<file path="src/rtl/vga_timing_recovery.sv">
// Rebuilds hcount/vcount from an active-high VGA sync/blank bundle, measures line and
// frame geometry, and locks when the stream matches the expected mode.
module vga_timing_recovery #(
   parameter int H_TOTAL      = 1056,
   parameter int H_SYNC_START = 840,
   parameter int H_SYNC_TIME  = 128,
   parameter int V_TOTAL      = 628,
   parameter int V_SYNC_START = 601,
   parameter int V_SYNC_TIME  = 4
) (
   input  logic        clk,
   input  logic        rst,
   input  logic        hsync,
   input  logic        vsync,
   input  logic        hblnk,
   input  logic        vblnk,
   output logic [10:0] rec_hcount,
   output logic [10:0] rec_vcount,
   output logic        locked,
   output logic        err,
   output logic [7:0]  err_cnt,
   output logic [11:0] h_total_meas,
   output logic [11:0] v_total_meas
);

   typedef enum logic [1:0] {SEARCH, MEASURE, LOCKED} state_t;
   state_t state, state_nxt;

   logic        hsync_s, vsync_s, hblnk_s, vblnk_s;
   logic        hsync_d, vsync_d, hblnk_d, vblnk_d;
   logic [11:0] line_cnt, v_cnt, hs_len;
   logic [11:0] h_next, v_next;
   logic        hs_seen, vs_seen;
   logic        line_start, frame_start, hs_rise, hs_fall, vs_rise, vs_fall;
   logic        los, viol, err_nxt;

   assign line_start  = hblnk_d & ~hblnk_s;
   assign frame_start = line_start & vblnk_d & ~vblnk_s;
   assign hs_rise     = hsync_s & ~hsync_d;
   assign hs_fall     = ~hsync_s & hsync_d;
   assign vs_rise     = vsync_s & ~vsync_d;
   assign vs_fall     = ~vsync_s & vsync_d;

   // Counters saturate at 4095; a saturated line counter means the sync stream is gone.
   always_comb begin
      h_next = 12'd0;
      v_next = v_cnt;
      if (!line_start)
         h_next = (line_cnt == 12'hFFF) ? 12'hFFF : line_cnt + 12'd1;
      if (frame_start)
         v_next = 12'd0;
      else if (line_start && v_cnt != 12'hFFF)
         v_next = v_cnt + 12'd1;
   end

   assign los = (h_next == 12'hFFF);

   // All checks use the values being loaded into the recovered counters, so they line
   // up with the source counts of the sample that produced the edge.
   always_comb begin
      viol = 1'b0;
      if (line_start && (line_cnt + 12'd1 != 12'(H_TOTAL))) viol = 1'b1;
      if (line_start && !hs_seen) viol = 1'b1;
      if (hs_rise && h_next != 12'(H_SYNC_START)) viol = 1'b1;
      if (hs_fall && hs_len != 12'(H_SYNC_TIME)) viol = 1'b1;
      if (vs_rise && !(line_start && v_next == 12'(V_SYNC_START))) viol = 1'b1;
      if (vs_fall && !(line_start && v_next == 12'(V_SYNC_START + V_SYNC_TIME))) viol = 1'b1;
      if (frame_start && (v_cnt + 12'd1 != 12'(V_TOTAL))) viol = 1'b1;
      if (frame_start && !vs_seen) viol = 1'b1;
   end

   always_comb begin
      state_nxt = state;
      err_nxt   = 1'b0;
      case (state)
         SEARCH:  if (frame_start) state_nxt = MEASURE;
         MEASURE: begin
            if (los || viol) state_nxt = SEARCH;
            else if (frame_start) state_nxt = LOCKED;
         end
         LOCKED: begin
            if (los) state_nxt = SEARCH;
            else if (viol) begin
               state_nxt = SEARCH;
               err_nxt   = 1'b1;
            end
         end
         default: state_nxt = SEARCH;
      endcase
   end

   always_ff @(posedge clk) begin
      if (rst) begin
         state        <= SEARCH;
         hsync_s      <= 1'b0;
         vsync_s      <= 1'b0;
         hblnk_s      <= 1'b0;
         vblnk_s      <= 1'b0;
         hsync_d      <= 1'b0;
         vsync_d      <= 1'b0;
         hblnk_d      <= 1'b0;
         vblnk_d      <= 1'b0;
         line_cnt     <= 12'd0;
         v_cnt        <= 12'd0;
         hs_len       <= 12'd0;
         hs_seen      <= 1'b0;
         vs_seen      <= 1'b0;
         err          <= 1'b0;
         err_cnt      <= 8'd0;
         h_total_meas <= 12'd0;
         v_total_meas <= 12'd0;
      end else begin
         state    <= state_nxt;
         hsync_s  <= hsync;
         vsync_s  <= vsync;
         hblnk_s  <= hblnk;
         vblnk_s  <= vblnk;
         hsync_d  <= hsync_s;
         vsync_d  <= vsync_s;
         hblnk_d  <= hblnk_s;
         vblnk_d  <= vblnk_s;
         line_cnt <= h_next;
         v_cnt    <= v_next;
         if (hs_rise) hs_len <= 12'd1;
         else if (hsync_s && hs_len != 12'hFFF) hs_len <= hs_len + 12'd1;
         hs_seen <= hs_rise | (hs_seen & ~line_start);
         vs_seen <= vs_rise | (vs_seen & ~frame_start);
         err     <= err_nxt;
         if (err_nxt && err_cnt != 8'hFF) err_cnt <= err_cnt + 8'd1;
         if (line_start)  h_total_meas <= line_cnt + 12'd1;
         if (frame_start) v_total_meas <= v_cnt + 12'd1;
      end
   end

   assign rec_hcount = line_cnt[10:0];
   assign rec_vcount = v_cnt[10:0];
   assign locked     = (state == LOCKED);

endmodule

</file>
<file path="config.mk">
export PLATFORM = sky130hd
export DESIGN_NAME = vga_timing_recovery
export DESIGN_NICKNAME = d
export VERILOG_FILES = /design/src/rtl/vga_timing_recovery.sv
export SDC_FILE = /design/constraint.sdc
export NUM_CORES = 1
export LEC_CHECK = 0
export ABC_AREA = 1
export CORE_MARGIN = 10
export CORE_UTILIZATION = 57
export CTS_BUF_LIST = sky130_fd_sc_hd__clkbuf_8
export DETAILED_ROUTE_END_ITERATION = 16
export GPL_TIMING_DRIVEN = 1
export HOLD_SLACK_MARGIN = 0.02
export PLACE_DENSITY_LB_ADDON = 0.1
export SYNTH_ARGS = -nofsm -noshare
export SYNTH_HDL_FRONTEND = slang
export SYNTH_SLANG_ARGS = --single-unit
export TNS_END_PERCENT = 20
</file>
<file path="constraint.sdc">
create_clock -name clk -period 2.5 [get_ports clk]
set_clock_uncertainty 0.1 [all_clocks]
set_input_delay 0.375 -clock clk [delete_from_list [all_inputs] [get_ports clk]]
set_output_delay 0.375 -clock clk [all_outputs]
set_load 0.005 [all_outputs]
</file>
==> qor.csv <==
metric,value,unit
number of antenna repair diodes,0,
pin count of the biggest net entering global routing,35,
worst slew margin relative to its limit,0.6537,
"Worst Setup Slack, final",29.72,ps
via count of the first global-routing pass,4060,
share of the clock period used by the worst path,0.9881,
hpwl dp,8.146,mm
Final Setup Violations,0,
leakage power summed over all cells,2.282,nW
I/O pin total,62,
Final GP Congestion,0.8723,
Layout area overhead,28.67,%
routed length per instance,14.59,um
overall die height,107.2,um
number of nets in the final layout,730,
total number of vias,4484,
"Slowest-stage cell, CP",sky130_fd_sc_hd__dfxtp_4,
overall die width,107.2,um
drt total wl,12.01,mm
Critical Path AT,2660,ps
highest attainable clock frequency,404.8,MHz
number of buffers created by CTS,9,
power per unit of standard cell area,481.6,nW/um^2
Total GRT Usage,0.1910,
number of nets produced by synthesis,651,
initial antenna violation count,0,
area of the die,11500,um^2
Root Buffer Master,sky130_fd_sc_hd__clkbuf_8,
max-cap viol count,0,
clock slew at reported path FFs,80,ps
measured slew at the worst slew-check pin,517.6,ps
worst supply voltage drop on vdd,0.3584,mV
"most common cell after layout, fill and taps aside",sky130_fd_sc_hd__nand2_1,
mean instance size in the synthesized netlist,6.778,um^2
sinks on the clock net,81,
cell-by-cell listing of the critical path,"ha_4, nand3_4, nor2_4, buf_6, nand2_1, nand2_1, nand3_1, nand2_1, nor2_1, nand2_1, nor2_4, buf_6, nor3_4, nand4_1, a21oi_1",
endpoint type of the worst setup path,register,
total grt overflow,0,
primary flip-flop cell chosen by synthesis mapping,sky130_fd_sc_hd__dfxtp_1,
CTS Buffer Depth,2,
clock network latency to the later pin of the worst-skew pair,360,ps
H-tree depth,3,
"commonest non-fill, non-tap cells in the layout","sky130_fd_sc_hd__nand2_1, sky130_fd_sc_hd__inv_1, sky130_fd_sc_hd__nor2_1",
Synth Register Bits,81,
Syn Std Cell Area,4338,um^2
DRT Pass-1 Iters,5,
CP Launch Type,register,
final-report max-slew violation count,0,
Setup CP Type,register to register,
worst-case setup slack after placement,-4.341,ps
hold buffer count at cts,0,
Initial Util,0.5917,
row cnt,31,
post-DR vias/cell,5.448,
CP peak stage delay,370,ps
remaining antenna violation count after routing,0,
RSZ-0062 raised after global routing,true,
TritonCTS clock tree,done,
Final Core Density,0.7614,
Hold Crit Class,register to register,
final hold violation count,0,
post-detailed-route DRC marker count,0,
register area share after synthesis,0.3738,
fraction of registers with async set/reset,0,
buffers added on ports,61,
area of the core,7331,um^2
DRT iter0 DRCs,261,
Worst EP required,2690,ps
share of layout cells above drive strength 1,0.1575,
biggest fanout along the worst timing path,5,
final worst path period need,2470,ps
CP dominant cell by count,sky130_fd_sc_hd__nand2_1,
outcome,"finished, final reports clean",
count of yosys warnings during synthesis,0,
number of distinct library cell variants in the gate-level netlist after synthesis,36,
wire length of the first global-routing pass,18.46,mm
"EDFF count, synth",0,
post-synthesis cell count,640,
==> Yosys cell counts, types with 2 or more instances <==
cell	number	share of area
sky130_fd_sc_hd__a31oi_1	7	0.010
sky130_fd_sc_hd__inv_1	83	0.072
sky130_fd_sc_hd__nor4_1	5	0.0072
sky130_fd_sc_hd__nand3b_1	3	0.0052
sky130_fd_sc_hd__ha_1	5	0.014
sky130_fd_sc_hd__nor2_1	88	0.076
sky130_fd_sc_hd__o21ai_1	3	0.0035
sky130_fd_sc_hd__buf_6	2	0.0052
sky130_fd_sc_hd__nand2_1	149	0.13
sky130_fd_sc_hd__dfxtp_1	81	0.37
sky130_fd_sc_hd__nand3_4	3	0.012
sky130_fd_sc_hd__nor3_1	11	0.013
sky130_fd_sc_hd__o211ai_1	2	0.0035
sky130_fd_sc_hd__clkbuf_1	4	0.0035
sky130_fd_sc_hd__nand2_4	2	0.0052
sky130_fd_sc_hd__buf_4	22	0.038
sky130_fd_sc_hd__nand2_2	3	0.0043
sky130_fd_sc_hd__nand3_1	34	0.039
sky130_fd_sc_hd__nor2_4	6	0.016
sky130_fd_sc_hd__xor2_1	7	0.014
sky130_fd_sc_hd__nand4_1	18	0.026
sky130_fd_sc_hd__nand3_2	4	0.0092
sky130_fd_sc_hd__buf_1	2	0.0017
sky130_fd_sc_hd__o21ai_0	41	0.047
sky130_fd_sc_hd__buf_2	5	0.0058
sky130_fd_sc_hd__nor2_2	3	0.0043
sky130_fd_sc_hd__a21oi_1	38	0.044
==> per-stage QoR <==
| stage | TNS (ps) | cell area, um^2 | hold slack [ps] | instances | power (mW) |
|---|---|---|---|---|---|
| detailed placement | -4.341 | 4972 | 334.0 | 783 | 1.610 |
| global route | -749.8 | 5582 | 361.6 | 823 | 2.778 |
| global placement | 0 | 4972 | 321.9 | 783 | 1.603 |
| finish | 0 | 5582 | 349.6 | 823 | 2.688 |
| CTS | 0 | 5197 | 346.1 | 799 | 2.651 |
| floorplan | 0 | 4338 | 309.6 | 640 | 1.527 |
==> power breakdown <==
part / leakage (nW) / total [mW] / internal, mW / switching [mW]
clock: 0.111 / 1.07 / 0.564 / 0.508
sequential: 0.661 / 1.35 / 1.32 / 0.0244
combinational: 1.51 / 0.270 / 0.112 / 0.158
==> worst max-delay path, delay by kind of cell, from the launching register on <==
family | cells | cell delay, ps
fa+ha+maj | 1 | 170
buf+inv | 2 | 250
compound gates | 1 | 170
flops | 1 | 370
simple gates | 11 | 1350
==> logic make-up (layout without fill, tap and decap cells) <==
kind of cell | Yosys count | in the layout | synth area share
buf+inv | 119 | 198 | 0.1269
xor+xnor | 7 | 7 | 0.01413
compound gates | 94 | 94 | 0.1136
fa+ha+maj | 5 | 5 | 0.01442
flops | 81 | 81 | 0.3738
simple gates | 334 | 339 | 0.3571
==> path summary, 6_finish.rpt <==
kind,cells after the start,start,slack (ps),end
setup / recovery,15,line_cnt[1],30,err_cnt[1]
hold / removal,2,vblnk_s,350,vblnk_d
setup reg to reg,15,line_cnt[1],30,err_cnt[1]
hold reg to reg,2,vblnk_s,350,vblnk_d
==> area by class of cell <==
type / instances / area [um^2]
Clock buffer: 9 / 123.9
Clock inverter: 7 / 93.84
Fill cell: 529 / 1749
Inverter: 84 / 317.8
Multi-Input combinational cell: 445 / 2349
Sequential cell: 81 / 1634
Tap cell: 99 / 123.9
Timing Repair Buffer: 98 / 939.7
==> registers in the layout (all words and copies together) (netlist names) <==
register / flops
err: 1
vsync_s: 1
state: 2
hsync_d: 1
v_total_meas: 12
v_cnt: 12
vs_seen: 1
hs_seen: 1
vblnk_s: 1
hblnk_d: 1
h_total_meas: 12
err_cnt: 8
hsync_s: 1
line_cnt: 12
vsync_d: 1
hs_len: 12
hblnk_s: 1
vblnk_d: 1
==> routing by layer <==
layer	part of all wire	routed length (um)	track usage	vias up
li1	-	-	-	2209
met1	0.41	4901	0.2212	2045
met2	0.49	5912	0.3277	194
met3	0.078	937	0.05569	36
met4	0.021	255	0.06576	0
met5	0	0	0	-
==> timing repair <==
action	CTS	global route
buffers inserted	0	20
endpoints found under the setup margin	6	11
cloned	0	5
pin swaps	0	19
resized for setup	1	53
Note: power is estimated with default switching activity, not from simulation.
